<file path="config.mk">
export PLATFORM = sky130hd
export DESIGN_NAME = bcd2bin_seq
export DESIGN_NICKNAME = d
export VERILOG_FILES = /design/src/rtl/bcd2bin_pkg.sv /design/src/rtl/bcd_digit_adj.sv /design/src/rtl/bcd2bin_seq.sv
export SDC_FILE = /design/constraint.sdc
export NUM_CORES = 1
export LEC_CHECK = 0
export CAP_MARGIN = 30
export CORE_MARGIN = 2
export CORE_UTILIZATION = 45
export CTS_BUF_LIST = sky130_fd_sc_hd__clkbuf_8
export DETAILED_ROUTE_END_ITERATION = 10
export GPL_ROUTABILITY_DRIVEN = 0
export PLACE_DENSITY = 0.66
export SLEW_MARGIN = 10
export SYNTH_ARGS = -nofsm -noshare
export SYNTH_HDL_FRONTEND = slang
export SYNTH_SLANG_ARGS = --single-unit
</file>
<file path="constraint.sdc">
create_clock -name clk -period 2.6 [get_ports clk]
set_input_delay 0.39 -clock clk [delete_from_list [all_inputs] [get_ports clk]]
set_output_delay 0.39 -clock clk [all_outputs]
set_load 0.01 [all_outputs]
</file>
<file path="src/rtl/bcd2bin_pkg.sv">
// Shared encodings and constants for the sequential BCD-to-binary converter.
package bcd2bin_pkg;

   localparam int unsigned BCD_DIGIT_W = 4;
   localparam int unsigned CORR_THRESH = 8;
   localparam int unsigned CORR_SUB    = 3;
   localparam int unsigned BCD_MAX     = 9;

   typedef enum logic [1:0] {
      ST_IDLE    = 2'd0,
      ST_SHIFT   = 2'd1,
      ST_CORRECT = 2'd2,
      ST_DONE    = 2'd3
   } state_t;

   // True when a nibble is not a legal decimal digit.
   function automatic logic digit_invalid(input logic [BCD_DIGIT_W-1:0] d);
      return d > BCD_DIGIT_W'(BCD_MAX);
   endfunction

endpackage

</file>
<file path="src/rtl/bcd_digit_adj.sv">
// Reverse double-dabble digit correction: subtract 3 from a digit that reached 8 or more.
module bcd_digit_adj
   import bcd2bin_pkg::*;
(
   input  logic [BCD_DIGIT_W-1:0] digit,
   output logic [BCD_DIGIT_W-1:0] adj_c
);

   always_comb begin
      adj_c = digit;
      if (digit >= BCD_DIGIT_W'(CORR_THRESH))
         adj_c = digit - BCD_DIGIT_W'(CORR_SUB);
   end

endmodule

</file>
<file path="src/rtl/bcd2bin_seq.sv">
// Sequential BCD-to-binary converter (shift right, then correct digits >= 8).
// Optional input digit check enabled by defining BCD2BIN_CHECK_EN.
module bcd2bin_seq
   import bcd2bin_pkg::*;
#(
   parameter int unsigned DIGITS = 3,
   parameter int unsigned BIN_W  = 10
)(
   input  logic                          clk,
   input  logic                          rst,
   input  logic                          in_init,
   input  logic [BCD_DIGIT_W*DIGITS-1:0] in_BCD,
   output logic                          out_BUSY,
   output logic                          out_DONE,
   output logic [BIN_W-1:0]              out_BIN,
   output logic                          out_ERR,
   output logic                          out_OVF
);

   localparam int unsigned BCD_W = BCD_DIGIT_W * DIGITS;
   localparam int unsigned SR_W  = BCD_W + BIN_W;
   localparam int unsigned CNT_W = $clog2(BIN_W + 1);

   state_t            state, state_nxt;
   logic [SR_W-1:0]   sr, sr_nxt, sr_adj;
   logic [CNT_W-1:0]  cnt, cnt_nxt;
   logic              check_fail;
   logic              last_correct;

   // Per-digit correction of the BCD half; the binary half passes through.
   for (genvar i = 0; i < DIGITS; i++) begin : g_adj
      bcd_digit_adj u_adj (
         .digit (sr[BIN_W + BCD_DIGIT_W*i +: BCD_DIGIT_W]),
         .adj_c (sr_adj[BIN_W + BCD_DIGIT_W*i +: BCD_DIGIT_W])
      );
   end
   assign sr_adj[BIN_W-1:0] = sr[BIN_W-1:0];

`ifdef BCD2BIN_CHECK_EN
   logic in_bad;
   always_comb begin
      in_bad = 1'b0;
      for (int unsigned i = 0; i < DIGITS; i++)
         in_bad = in_bad | digit_invalid(in_BCD[BCD_DIGIT_W*i +: BCD_DIGIT_W]);
   end
   assign check_fail = in_bad;
`else
   assign check_fail = 1'b0;
`endif

   assign last_correct = (state == ST_CORRECT) && (cnt == '0);

   // State, shift register and counter.
   always_ff @(posedge clk or negedge rst) begin
      if (!rst) begin
         state <= ST_IDLE;
         sr    <= '0;
         cnt   <= '0;
      end else begin
         state <= state_nxt;
         sr    <= sr_nxt;
         cnt   <= cnt_nxt;
      end
   end

   always_comb begin
      state_nxt = state;
      sr_nxt    = sr;
      cnt_nxt   = cnt;
      case (state)
         ST_IDLE: begin
            if (in_init) begin
               if (check_fail) begin
                  state_nxt = ST_DONE;
               end else begin
                  sr_nxt    = {in_BCD, BIN_W'(0)};
                  cnt_nxt   = CNT_W'(BIN_W);
                  state_nxt = ST_SHIFT;
               end
            end
         end
         ST_SHIFT: begin
            sr_nxt    = sr >> 1;
            cnt_nxt   = cnt - CNT_W'(1);
            state_nxt = ST_CORRECT;
         end
         ST_CORRECT: begin
            sr_nxt    = sr_adj;
            state_nxt = (cnt == '0) ? ST_DONE : ST_SHIFT;
         end
         ST_DONE: begin
            state_nxt = ST_IDLE;
         end
         default: begin
            state_nxt = ST_IDLE;
         end
      endcase
   end

   // Handshake flags follow the next state; results load only on entry to DONE.
   always_ff @(posedge clk or negedge rst) begin
      if (!rst) begin
         out_BUSY <= 1'b0;
         out_DONE <= 1'b0;
         out_BIN  <= '0;
         out_ERR  <= 1'b0;
         out_OVF  <= 1'b0;
      end else begin
         out_BUSY <= (state_nxt != ST_IDLE);
         out_DONE <= (state_nxt == ST_DONE);
         if (last_correct) begin
            out_BIN <= sr_adj[BIN_W-1:0];
            out_OVF <= |sr_adj[SR_W-1:BIN_W];
            out_ERR <= 1'b0;
         end else if ((state == ST_IDLE) && in_init && check_fail) begin
            out_BIN <= '0;
            out_OVF <= 1'b0;
            out_ERR <= 1'b1;
         end
      end
   end

`ifdef BENCH
   string state_name;
   always_comb state_name = state.name();
`endif

endmodule

</file>
==> results by group <==
Logic synthesis
  • Number of synthesized flops with an enable pin: 0
  • Most common cell in the netlist: dfrtp_1
  • Yosys warnings: 0
  • Netlist cell types: 45
  • Async set or reset register ratio after synthesis: 100%
  • Mapped Avg Cell Area: 9.79 sq um
  • Seq/Total Area, Yosys: roughly 48%
  • Top_reg_cell synth: dfrtp_1
  • Most instantiated cells after synthesis: dfrtp_1, nand2_1, o21ai_0
  • Post-Synthesis Cells: between 200 and 250
  • Synthesized flop and latch total: 41
  • Cell area after synthesis: 2120 sq um
  • Synth top area share: approximately half
  • Yosys top cell by area: dfrtp_1
  • Syn nets: 243
  • Synth top area cells: dfrtp_1, ha_1, mux2_2, nand2_1, o21ai_0

Clocking
  • Cts bufs inserted: 5
  • Clock transition at the registers of the reported paths: approximately 0.080 ns
  • Worst-skew pair later-pin latency: 0.29 ns
  • Num Clock Sinks: between 40 and 50
  • # resized after CTS: 0
  • Max Root-Sink Buffers: 2
  • H-tree Lvls: 2
  • Post-CTS Setup Inserts: 0
  • Root Buffer: clkbuf_8
  • TritonCTS clock tree: yes
  • Hold buffer count at cts: 0

Route
  • WL final: 4290 um
  • WL per Instance: ~15 um
  • Post-route antenna net violation count: 0
  • Initial DRC count: roughly 200
  • First drt pass iteration count: 4
  • Routed vias/inst: between 5 and 6
  • DR DRC count: 0
  • Via Count: ~1600

Pwr
  • Lkg Pwr: ~0.0011 uW
  • P_sw: about 1200 uW
  • Combinational share of power: a little under half
  • Power Dens Cells: between 1000 and 1500 nW/um^2
  • Clock power frac: roughly 18%
  • Peak VDD IR: around 0.75 mV
  • Switching part of the total power: between 40% and 50%
  • Reg power frac: a little over a third
  • Internal cell power: 1600 uW

Finish
  • Layout cell share with drive strength beyond 1: roughly a tenth
  • Layout fillers: 402
  • Utilization after layout: between 50 and 60%
  • Inserted Diodes: 0
  • Net count, final: roughly 270
  • P&R area growth vs syn: 19.5%
  • Final Non-Filler Cells: slightly below 300

Die
  • Die W: roughly 73 um
  • # IOs: 29
  • Number of placement rows: 24
  • Initial core utilization: between 40 and 50%
  • Core area: 4440 sq um
  • Chip height: about 73 um
  • Die area: between 5000 and 6000 sq um

Critical path
  • Worst Setup End Kind: register
  • CP arrival: between 2 and 2.5 ns
  • Worst EP required: 2.78 ns
  • Worst r2r src: state[0]$_DFF_PN0_
  • R2r setup slk: 0.48 ns
  • Max incr delay on CP: 0.55 ns
  • CP bufs+invs: 2
  • Worst Setup SP: state[0]$_DFF_PN0_
  • Critical path cell sequence: inv_1 -> ha_1 -> inv_2 -> o21ai_2 -> o21ai_0 -> a22o_1
  • Critical Path Source Type: register
  • Critical path's slowest cell: ha_1
  • CP delay by family, top: compound AO/OA/AOI/OAI gates
  • Critical-path maximum fanout: 15
  • Setup CP Type: register to register

Placed design
  • Final HPWL DP: between 2000 and 3000 um
  • DP Cell Count: about 290
  • Port Buffer Count: 27

STA
  • Fmax achieved: around 470 MHz
  • Setup-failing EPs final: 0
  • Slew Limit Fails: 0
  • Final count of hold timing violations: 13
  • Hold WS: -0.00590 ns
  • Slew margin rel.: just over 60%
  • RSZ-0062 raised after global routing: no
  • Final Critical Period: about 2.1 ns
  • Worst-Margin Slew: 0.591 ns
  • Period utilization: about 81%
  • Clock skew: 0.00193 ns
  • Setup TNS: 0 ns

Min path
  • Hold Crit Class: primary input to async pin

Global routing
  • Initial antenna violation count: 0
  • Total Routing Usage GR: around 18%
  • First-pass GRT wire length: 7080 um
  • GR Overflow Total: 0
  • Vias in the first global route: 1542
  • Largest net degree at the start of global routing: between 40 and 50

Status
  • Failing checks: hold timing
  • Status: finished with violations

Flow run
  • Max cap viols: 0
[path summary, 6_finish.rpt]
path | end | cells past startpoint
max in group asynchronous | sr[4]$_DFFE_PN0P_ | 2
setup reg to reg | sr[15]$_DFFE_PN0P_ | 6
hold / removal | out_DONE$_DFF_PN0_ | 1
min in group clk | out_OVF$_DFFE_PN0P_ | 1
hold reg to reg | out_OVF$_DFFE_PN0P_ | 1
setup / recovery | sr[15]$_DFFE_PN0P_ | 6
[layout make-up]
| type | count | area (sq um) | share of cell area (%) |
|---|---|---|---|
| clock inverters | 2 | 35.0 | 1.38 |
| flip-flops and latches | 41 | 1030 | 40.4 |
| inverters | 17 | 63.8 | 2.51 |
| repair buffers | 31 | 305 | 12.0 |
| multi-input cells | 147 | 975 | 38.4 |
| well taps | 52 | 65.1 | 2.56 |
| clock buffers | 5 | 68.8 | 2.71 |
[sequential cells by signal, indices dropped and copies added (netlist names)]
name      cells
cnt           4
out_BIN      10
out_BUSY      1
out_DONE      1
out_OVF       1
sr           22
state         2
[placed cells by master, fill, tap and decap left out, drive strengths merged, types with 2 or more instances in the layout]
| master | count |
|---|---|
| buf | 5 |
| a221oi | 3 |
| nor4b | 2 |
| a22o | 3 |
| mux2 | 10 |
| nor3 | 4 |
| nand4 | 2 |
| and3 | 5 |
| nor2 | 9 |
| clkbuf | 5 |
| a21oi | 8 |
| inv | 17 |
| a222oi | 3 |
| nand3 | 4 |
| dfrtp | 41 |
| nand2 | 28 |
| clkdlybuf4s50 | 26 |
| ha | 11 |
| o21ai | 29 |
| o2bb2ai | 4 |
| xnor2 | 2 |
| a32oi | 2 |
[power by group through the flow]
stage | combinational, uW | clock, uW | sequential, uW
3_5_place_dp | 1270 | 0 | 992
2_1_floorplan | 1000 | 0 | 944
3_3_place_gp | 1240 | 0 | 1000
6_report | 1280 | 495 | 985
4_1_cts | 1280 | 506 | 981
5_1_grt | 1450 | 530 | 1020
[worst reg2reg max path, cell delays in order (launching register included)]
cell and delay [ns]:
dfrtp_1 0.39, inv_1 0.09, ha_1 0.55, inv_2 0.20
o21ai_2 0.34, o21ai_0 0.18, a22o_1 0.26
[metal layers]
metal,track usage (%),routed length [um],up-vias,part of all wire (%)
met4,7.20,80,0,1.9
met5,0,0,-,0
met1,24.1,2110,747,49
met3,5.25,247,8,5.8
met2,26.4,1850,60,43
li1,-,-,819,-
[stage by stage]
stage               total power [uW]  setup WS, ns  hold WS [ns]  instance area [sq um]
floorplan                       1950         0.979        0.0944                   2120
global placement                2240         0.405         0.465                   2410
detailed placement              2260         0.534         0.486                   2410
CTS                             2760         0.538         0.272                   2520
global route                    3000         0.291        0.0115                   2540
finish                          2760         0.483      -0.00590                   2540
[cells by family (layout without fill, tap and decap cells)]
family,Yosys count,in the layout,share of synthesized area (%)
XOR/XNOR,2,2,0.825
adder cells (fa/ha/maj),11,11,6.48
buffers and inverters,29,55,5.83
multiplexers,11,11,5.77
AND/OR/NAND/NOR,60,60,13.5
AO/OA/AOI/OAI,62,62,19.1
other,1,1,0.177
flip-flops,41,41,48.3
(Power assumes the default switching activity.)
